**src/rtl/crossbar_switch_alloc.sv**
```systemverilog
// 5x5 crossbar switch allocator: per-output owner + round-robin pointer, 1-cycle grant latency.
// Optional U-turn path (input p -> output p for p=0..3) enabled by defining XBAR_UTURN_EN.
module crossbar_switch_alloc (
  input  logic        clk_i,
  input  logic        rst_i,
  input  logic [4:0]  req_i,
  input  logic [14:0] dest_i,
  output logic [4:0]  gnt_o,
  output logic [2:0]  n_cs_sel_demux_o,
  output logic [2:0]  s_cs_sel_demux_o,
  output logic [2:0]  w_cs_sel_demux_o,
  output logic [2:0]  e_cs_sel_demux_o,
  output logic [2:0]  l_cs_sel_demux_o,
  output logic [2:0]  n_cs_sel_mux_o,
  output logic [2:0]  s_cs_sel_mux_o,
  output logic [2:0]  w_cs_sel_mux_o,
  output logic [2:0]  e_cs_sel_mux_o,
  output logic [2:0]  l_cs_sel_mux_o,
  output logic [4:0]  out_vld_o,
  output logic        err_o
);

  logic [4:0]       gnt_q, gnt_d;
  logic [4:0][2:0]  dest_q, dest_d;
  logic [4:0]       own_vld_q, own_vld_d;
  logic [4:0][2:0]  own_q, own_d;
  logic [4:0][2:0]  ptr_q, ptr_d;
  logic [4:0]       seen_q, seen_d;
  logic             err_q, err_d;

  logic [4:0][2:0]  din;
  logic [4:0]       legal;
  logic [4:0]       rel;
  logic [4:0]       elig;
  logic [4:0]       illegal;

  always_comb begin
    for (int unsigned p = 0; p < 5; p++) begin
      din[p]   = dest_i[3*p +: 3];
      legal[p] = (din[p] <= 3'd4);
`ifndef XBAR_UTURN_EN
      if (p < 4 && din[p] == 3'(p)) legal[p] = 1'b0;
`endif
    end
    rel     = gnt_q & ~req_i;
    elig    = req_i & ~gnt_q & legal;
    illegal = req_i & ~gnt_q & ~legal;
  end

  always_comb begin : next_state
    logic        freeing;
    logic        found;
    int unsigned idx;
    int unsigned k;
    gnt_d     = gnt_q;
    dest_d    = dest_q;
    own_vld_d = own_vld_q;
    own_d     = own_q;
    ptr_d     = ptr_q;
    freeing   = 1'b0;
    found     = 1'b0;
    idx       = 0;
    k         = 0;

    for (int unsigned p = 0; p < 5; p++) begin
      if (rel[p]) begin
        gnt_d[p]  = 1'b0;
        dest_d[p] = '0;
      end
    end

    // A releasing output is treated as free this edge so it can be handed over with no idle cycle;
    // the releaser cannot win because its request is low.
    for (int unsigned o = 0; o < 5; o++) begin
      freeing = 1'b0;
      for (int unsigned p = 0; p < 5; p++) begin
        if (own_vld_q[o] && own_q[o] == 3'(p) && rel[p]) freeing = 1'b1;
      end
      if (freeing) begin
        own_vld_d[o] = 1'b0;
        own_d[o]     = '0;
      end
      if (!own_vld_q[o] || freeing) begin
        found = 1'b0;
        k     = 0;
        for (int unsigned i = 0; i < 5; i++) begin
          idx = 32'(ptr_q[o]) + i;
          if (idx >= 5) idx = idx - 5;
          if (!found && elig[idx] && din[idx] == 3'(o)) begin
            found = 1'b1;
            k     = idx;
          end
        end
        if (found) begin
          own_vld_d[o] = 1'b1;
          own_d[o]     = 3'(k);
          ptr_d[o]     = (k == 4) ? '0 : 3'(k + 1);
          gnt_d[k]     = 1'b1;
          dest_d[k]    = 3'(o);
        end
      end
    end
  end

  // seen_q remembers an already-reported illegal request until req drops.
  always_comb begin
    seen_d = req_i & (seen_q | illegal);
    err_d  = |(illegal & ~seen_q);
  end

  always_ff @(posedge clk_i or posedge rst_i) begin
    if (rst_i) begin
      gnt_q     <= '0;
      dest_q    <= '0;
      own_vld_q <= '0;
      own_q     <= '0;
      ptr_q     <= '0;
      seen_q    <= '0;
      err_q     <= 1'b0;
    end else begin
      gnt_q     <= gnt_d;
      dest_q    <= dest_d;
      own_vld_q <= own_vld_d;
      own_q     <= own_d;
      ptr_q     <= ptr_d;
      seen_q    <= seen_d;
      err_q     <= err_d;
    end
  end

  assign gnt_o            = gnt_q;
  assign out_vld_o        = own_vld_q;
  assign err_o            = err_q;
  assign n_cs_sel_demux_o = dest_q[0];
  assign s_cs_sel_demux_o = dest_q[1];
  assign w_cs_sel_demux_o = dest_q[2];
  assign e_cs_sel_demux_o = dest_q[3];
  assign l_cs_sel_demux_o = dest_q[4];
  assign n_cs_sel_mux_o   = own_q[0];
  assign s_cs_sel_mux_o   = own_q[1];
  assign w_cs_sel_mux_o   = own_q[2];
  assign e_cs_sel_mux_o   = own_q[3];
  assign l_cs_sel_mux_o   = own_q[4];

endmodule

```
**config.mk**
```make
export PLATFORM = sky130hd
export DESIGN_NAME = crossbar_switch_alloc
export DESIGN_NICKNAME = d
export VERILOG_FILES = /design/src/rtl/crossbar_switch_alloc.sv
export SDC_FILE = /design/constraint.sdc
export NUM_CORES = 1
export LEC_CHECK = 0
export BUFFER_PORTS_ARGS = -buffer_cell sky130_fd_sc_hd__clkbuf_2
export CORE_MARGIN = 10
export CORE_UTILIZATION = 46
export DETAILED_ROUTE_END_ITERATION = 8
export PLACE_DENSITY_LB_ADDON = 0.12
export REMOVE_ABC_BUFFERS = 1
export SYNTH_ARGS = -nofsm -noshare
export SYNTH_HDL_FRONTEND = slang
export SYNTH_SLANG_ARGS = --single-unit
```
**constraint.sdc**
```tcl
create_clock -name clk_i -period 4.8 [get_ports clk_i]
set_input_delay 0.72 -clock clk_i [delete_from_list [all_inputs] [get_ports clk_i]]
set_output_delay 0.72 -clock clk_i [all_outputs]
set_load 0.01 [all_outputs]
```
* Word-level counts from Yosys, hierarchy flattened *
Cells that the tools add are included.

word-level totals
  word-level logic and storage cells = 703
  flip-flop bits (word level) = 61
  output and inout bits = 41
  input port bits = 22

cells by class
  muxes and demuxes = 344
  magnitude comparators = 65
  bitwise logic cells = 30
  equality and inequality tests = 48
  add/subtract/negate cells = 50
  reduce and logical (&&, ||, !) cells = 147

operators with widths
  cell                                                                                  number
  32-bit 2-to-1 mux                                                                     80
  32-bit by 4-bit < comparator with 1-bit output, second input constant                 30
  3-bit binary-select mux with 3-bit select                                             25
  3-bit 2-to-1 mux                                                                      55
  32-bit by 3-bit equality test with 1-bit output, second input constant                5
  32-bit by 1-bit greater-or-equal comparator with 1-bit output, second input constant  5
  15-bit 2-to-1 mux                                                                     10
  1-bit 2-to-1 mux                                                                      129
  1-bit logical AND                                                                     100
  4-bit by 3-bit subtractor with 5-bit output, second input constant                    20
  4-bit by 3-bit greater-or-equal comparator with 1-bit output, second input constant   20
  1-bit binary-select mux with 3-bit select                                             25
  3-bit by 2-bit equality test with 1-bit output, second input constant                 22
  5-bit 2-to-1 mux                                                                      10
  3-bit demux with 3-bit select                                                         5
  5-bit bitwise OR                                                                      9
  3-bit by 2-bit adder with 4-bit output, second input constant                         10
  5-bit AND                                                                             7
  3-bit by 1-bit equality test with 1-bit output, second input constant                 11
  3-bit zero test                                                                       11
  10-bit AND                                                                            3
  3-bit equality test, second input constant                                            10
  10-bit NOT                                                                            3
  1-bit zero test                                                                       25
  14 further kinds                                                                      54

* Logic depth before layout (Yosys ltp) *
  word-level depth = 56
  mapped depth = 22
  gate-level depth less buffers = 18

* Least setup slack after synthesis *
OpenSTA, ideal clock, no wires.

  path kind = flip-flop to flip-flop
  start = reg ptr_q[13] in the netlist's numbering
  end = reg ptr_q[14] in the netlist's numbering
  setup time = 0.125 ns
  period minus slack after synthesis = 4.178 ns
  data required time = 4.675 ns
  path buffers = 0
  arrival time = 4.054 ns
  path slack = 0.622 ns
  cell stages (with the launch flop) = 19
  cell sequence = dfrtp_1 -> inv_1 -> ha_1 -> inv_1 -> ha_1 -> a21oi_1 -> mux2i_1 -> mux4_2 -> nor2_2 -> nor2_1 -> nand3_1 -> nor3_1 -> a211o_1 -> mux2i_2 -> inv_1 -> ha_1 -> nand2_1 -> o21ai_0 -> mux2_2

on the way
  word-level cells in the longest chain between the ends = 31
  elaborated cells on any way between the ends = 82
  classes of those cells = add/sub (10); order compare (5); eq/ne (6); mux (47); reduce/logical (14)

ends and longest elaborated chain
  element                                                                               RTL line  source
  from (decl)                                                                           27        logic [4:0][2:0] ptr_q, ptr_d;
  from (signal assigned)                                                                125       ptr_q <= ptr_d;
  branches (longest 31 deep; another with 4-bit by 3-bit subtractor with 5-bit output)  --

Several ways; the timed one is not identified. The select of a mux whose other input is x is not followed.
A chain may end at the register's enable or synchronous reset.

* Final worst setup path *
  start = reg ptr_q[12] in the netlist's numbering
  end = reg ptr_q[14] in the netlist's numbering

The elaborated chain is that of the path after synthesis.

==> flow_summary.ini <==
[drt]
drtPass1Iterations = 6
drt_iter0_markers = 1202
num_vias = 10800
drc = 0
wl_per_cell_um = 21.5
wl_um = 35400
drtAntennaViolNets = 0
vias_per_cell = 6.53

[synth]
synth_edf_count = 0
synthTopCellsByArea = dfrtp_1 15%, ha_1 8.7%, nand2_1 4.3%
async_reset_ff_share_pct = 100
ys_ff_latch = 61
synth_top_area_share_pct = 15.2
yosys.area.top_type = dfrtp_1
syn_area_per_cell_um2 = 7.75
yosys_warnings = 0
syn_inst = 1293
synth_cell_types = 122
synth_area_um2 = 10000
yosysSeqAreaShare_pct = 15.2
yosys_most_used_dff = dfrtp_1

[clock_network]
cts_root_buffer = clkbuf_16
hold_buffers = 0
cts_setup_buffers = 0
h-tree-depth = 3
clock_latency_ns = 0.35
path_clk_slew_ns = 0.06
cts.repair.resized = 0
numCtsBuffers = 9
clock_path_buffers = 2
cts_tree = built
clock-sinks = 61

[timing]
hold_violations = 0
period_needed_ns = 4.51
skew_ns = 0.00888
max_slew_margin_pct = 37.1
worstMarginPinSlew_ns = 0.943
final.setup.tns_ns = 0
grt_setup_unrepaired = no
fmax_mhz = 221
setup_viol = 0
hold_slack_ns = 0.495
drv_slew = 0
fin_crit_sh_pct = 94.1

[worst_hold_path]
hp-class = reg2reg
hold_depth = 1

[floorplanning]
initial_core_util_pct = 47.2
io_pins = 63
die_h_um = 168
fp.coreArea_um2 = 21200
fp.dieW_um = 168
die_area_um2 = 28100
fp-row-count = 53

[place]
hpwl_um = 27700
place_congestion = 0.967
portBuffers = 62

[power]
p_leak_nw = 4.73
power_frac_seq_pct = 9.6
comb_power_share_pct = 83.6
total_power_mw = 9.71
power_density_nw_per_um2 = 872
peakVddDrop_mv = 0.600
switchingPower_mw = 5.47
switching_share_pct = 56.4
p_clk_share_pct = 6.8
p_int_mw = 4.23

[setup_path]
startpoint_type = flop
worstRegToRegCells = 16
cp.arrival_ns = 4.79
crit_required_ns = 5.08
crit_path_max_fanout = 8
worstSetupPathType = reg2reg
endpoint_kind = flop

[finish]
fillCellCount = 2116
final_util_pct = 52.4
layout-drive-gt1-share_pct = 17.3
diodes = 0
nets = 1464
synthToLayoutAreaGrowth_pct = 11.0

[run_status]
status = completed

[global_route]
grt_usage_pct = 23.8
grt_pass1_vias = 9902
antenna_found_initial = 0
grt_overflow = 0
grt_pass1_wl_um = 55600
grt_max_degree = 41

[flow_run]
cap_violations = 0
## layout make-up
type                    count  area [um^2]  area share (%)
repair buffers            122          761            6.84
clock buffers               9          225            2.02
clock inverters             7         75.1           0.675
well taps                 275          344            3.09
flip-flops and latches     61         1530            13.7
multi-input cells        1108         7950            71.5
inverters                  65          244            2.19
## critical path, stage by stage, from the launching register on
cell	delay, ns
dfrtp_1	0.34
clkinv_1	0.27
ha_1	0.41
nor2b_1	0.30
nand3_1	0.18
o32a_1	0.35
o221a_2	0.26
a32oi_2	0.38
nand3_1	0.26
nand2b_4	0.23
nor2b_2	0.14
mux2i_2	0.40
inv_1	0.21
ha_1	0.26
o21bai_1	0.15
o21ai_0	0.15
mux2_2	0.17
## layer usage
layer  up-vias  share of wire (%)  GRT usage [%]  wire, um
met3        42                7.1           3.60      2510
met1      5192                 47           34.6     16700
met4         0                1.6           5.49       578
li1       5105                  -              -         -
met2       423                 44           36.0     15500
met5         -                  0              0         0
## placed cells by master, fill, tap and decap left out, types with 12 or more instances in the layout
cell | netlist | final
mux2_2 | 12 | 12
mux2i_1 | 32 | 31
a31oi_1 | 17 | 17
o211ai_1 | 13 | 13
o21a_1 | 17 | 17
a21o_1 | 15 | 15
buf_4 | 5 | 60
nand4_1 | 13 | 13
a22o_1 | 14 | 14
inv_1 | 57 | 56
a211o_1 | 13 | 13
nor3_1 | 45 | 45
o31ai_1 | 21 | 21
nand3_1 | 44 | 44
a211oi_1 | 17 | 17
a21oi_1 | 69 | 68
clkbuf_2 | 1 | 62
or3_1 | 14 | 14
ha_1 | 70 | 69
nor2_1 | 79 | 79
dfrtp_1 | 61 | 61
nand3b_1 | 17 | 17
nor3b_1 | 14 | 14
o22ai_1 | 16 | 16
o21ai_0 | 81 | 81
nand2b_1 | 42 | 42
nor2b_1 | 28 | 28
nand2_1 | 116 | 116
xnor2_1 | 18 | 18
## cells in the mapped netlist (10+ instances only)
cell type / instances
and2_1: 10
a211o_1: 13
nor2_1: 79
nand2b_1: 42
a22o_1: 14
dfrtp_1: 61
nand4_1: 13
nor3_1: 45
a21o_1: 15
nand3_1: 44
nor3b_1: 14
buf_2: 28
xnor2_1: 18
a21oi_1: 69
mux2i_1: 32
o22ai_1: 16
o21a_1: 17
mux2_2: 12
ha_1: 70
o211ai_1: 13
nand2_1: 116
inv_1: 57
clkbuf_1: 19
nor2b_1: 28
nor4_1: 10
a31oi_1: 17
or3_1: 14
a22oi_1: 11
nand3b_1: 17
a211oi_1: 17
o21ai_0: 81
o31ai_1: 21
## flip-flops by register name, indices dropped and copies added (netlist names)
name	flops
ptr_q	15
s_cs_sel_mux_o	3
n_cs_sel_demux_o	3
n_cs_sel_mux_o	3
e_cs_sel_mux_o	3
w_cs_sel_demux_o	3
e_cs_sel_demux_o	3
seen_q	5
err_o	1
l_cs_sel_demux_o	3
w_cs_sel_mux_o	3
l_cs_sel_mux_o	3
out_vld_o	5
s_cs_sel_demux_o	3
gnt_o	5
## worst paths after layout
path / slack [ns] / start / endpoint
max reg2reg: 0.29 / ptr_q[12] / ptr_q[14]
max in group asynchronous: 3.36 / rst_i / e_cs_sel_mux_o[1]
min reg2reg: 0.50 / seen_q[4] / seen_q[4]
min: 0.50 / seen_q[4] / seen_q[4]
max: 0.29 / ptr_q[12] / ptr_q[14]
min in group asynchronous: 0.57 / rst_i / e_cs_sel_demux_o[2]
## power by group through the flow
| stage | Clock, mW | Combinational [mW] | Sequential (mW) |
|---|---|---|---|
| after global routing | 0.693 | 8.89 | 0.949 |
| after floorplan | 0 | 5.46 | 1.06 |
| after CTS | 0.670 | 7.94 | 0.918 |
| after global placement | 0 | 7.87 | 0.924 |
| after detailed placement | 0 | 7.89 | 0.927 |
| final | 0.665 | 8.11 | 0.927 |
## kinds of logic (layout without fill, tap and decap cells)
group	after synthesis	in the layout	share of synthesized area, %
AND/OR/NAND/NOR	503	503	27.6
AO/OA/AOI/OAI	450	450	32.8
XOR/XNOR	24	24	2.17
adder cells (fa/ha/maj)	76	76	9.84
buffers and inverters	124	203	5.57
flip-flops	61	61	15.2
multiplexers	55	55	6.73
## through the flow
stage,instances,cell area (um^2),setup WS [ns]
finish,1647,11100,0.285
global route,1647,11100,0.00477
CTS,1647,11100,0.294
detailed placement,1631,10800,0.343
global placement,1631,10800,0.371
floorplan,1234,9710,0.358
Note: power is estimated with default switching activity, not from simulation.
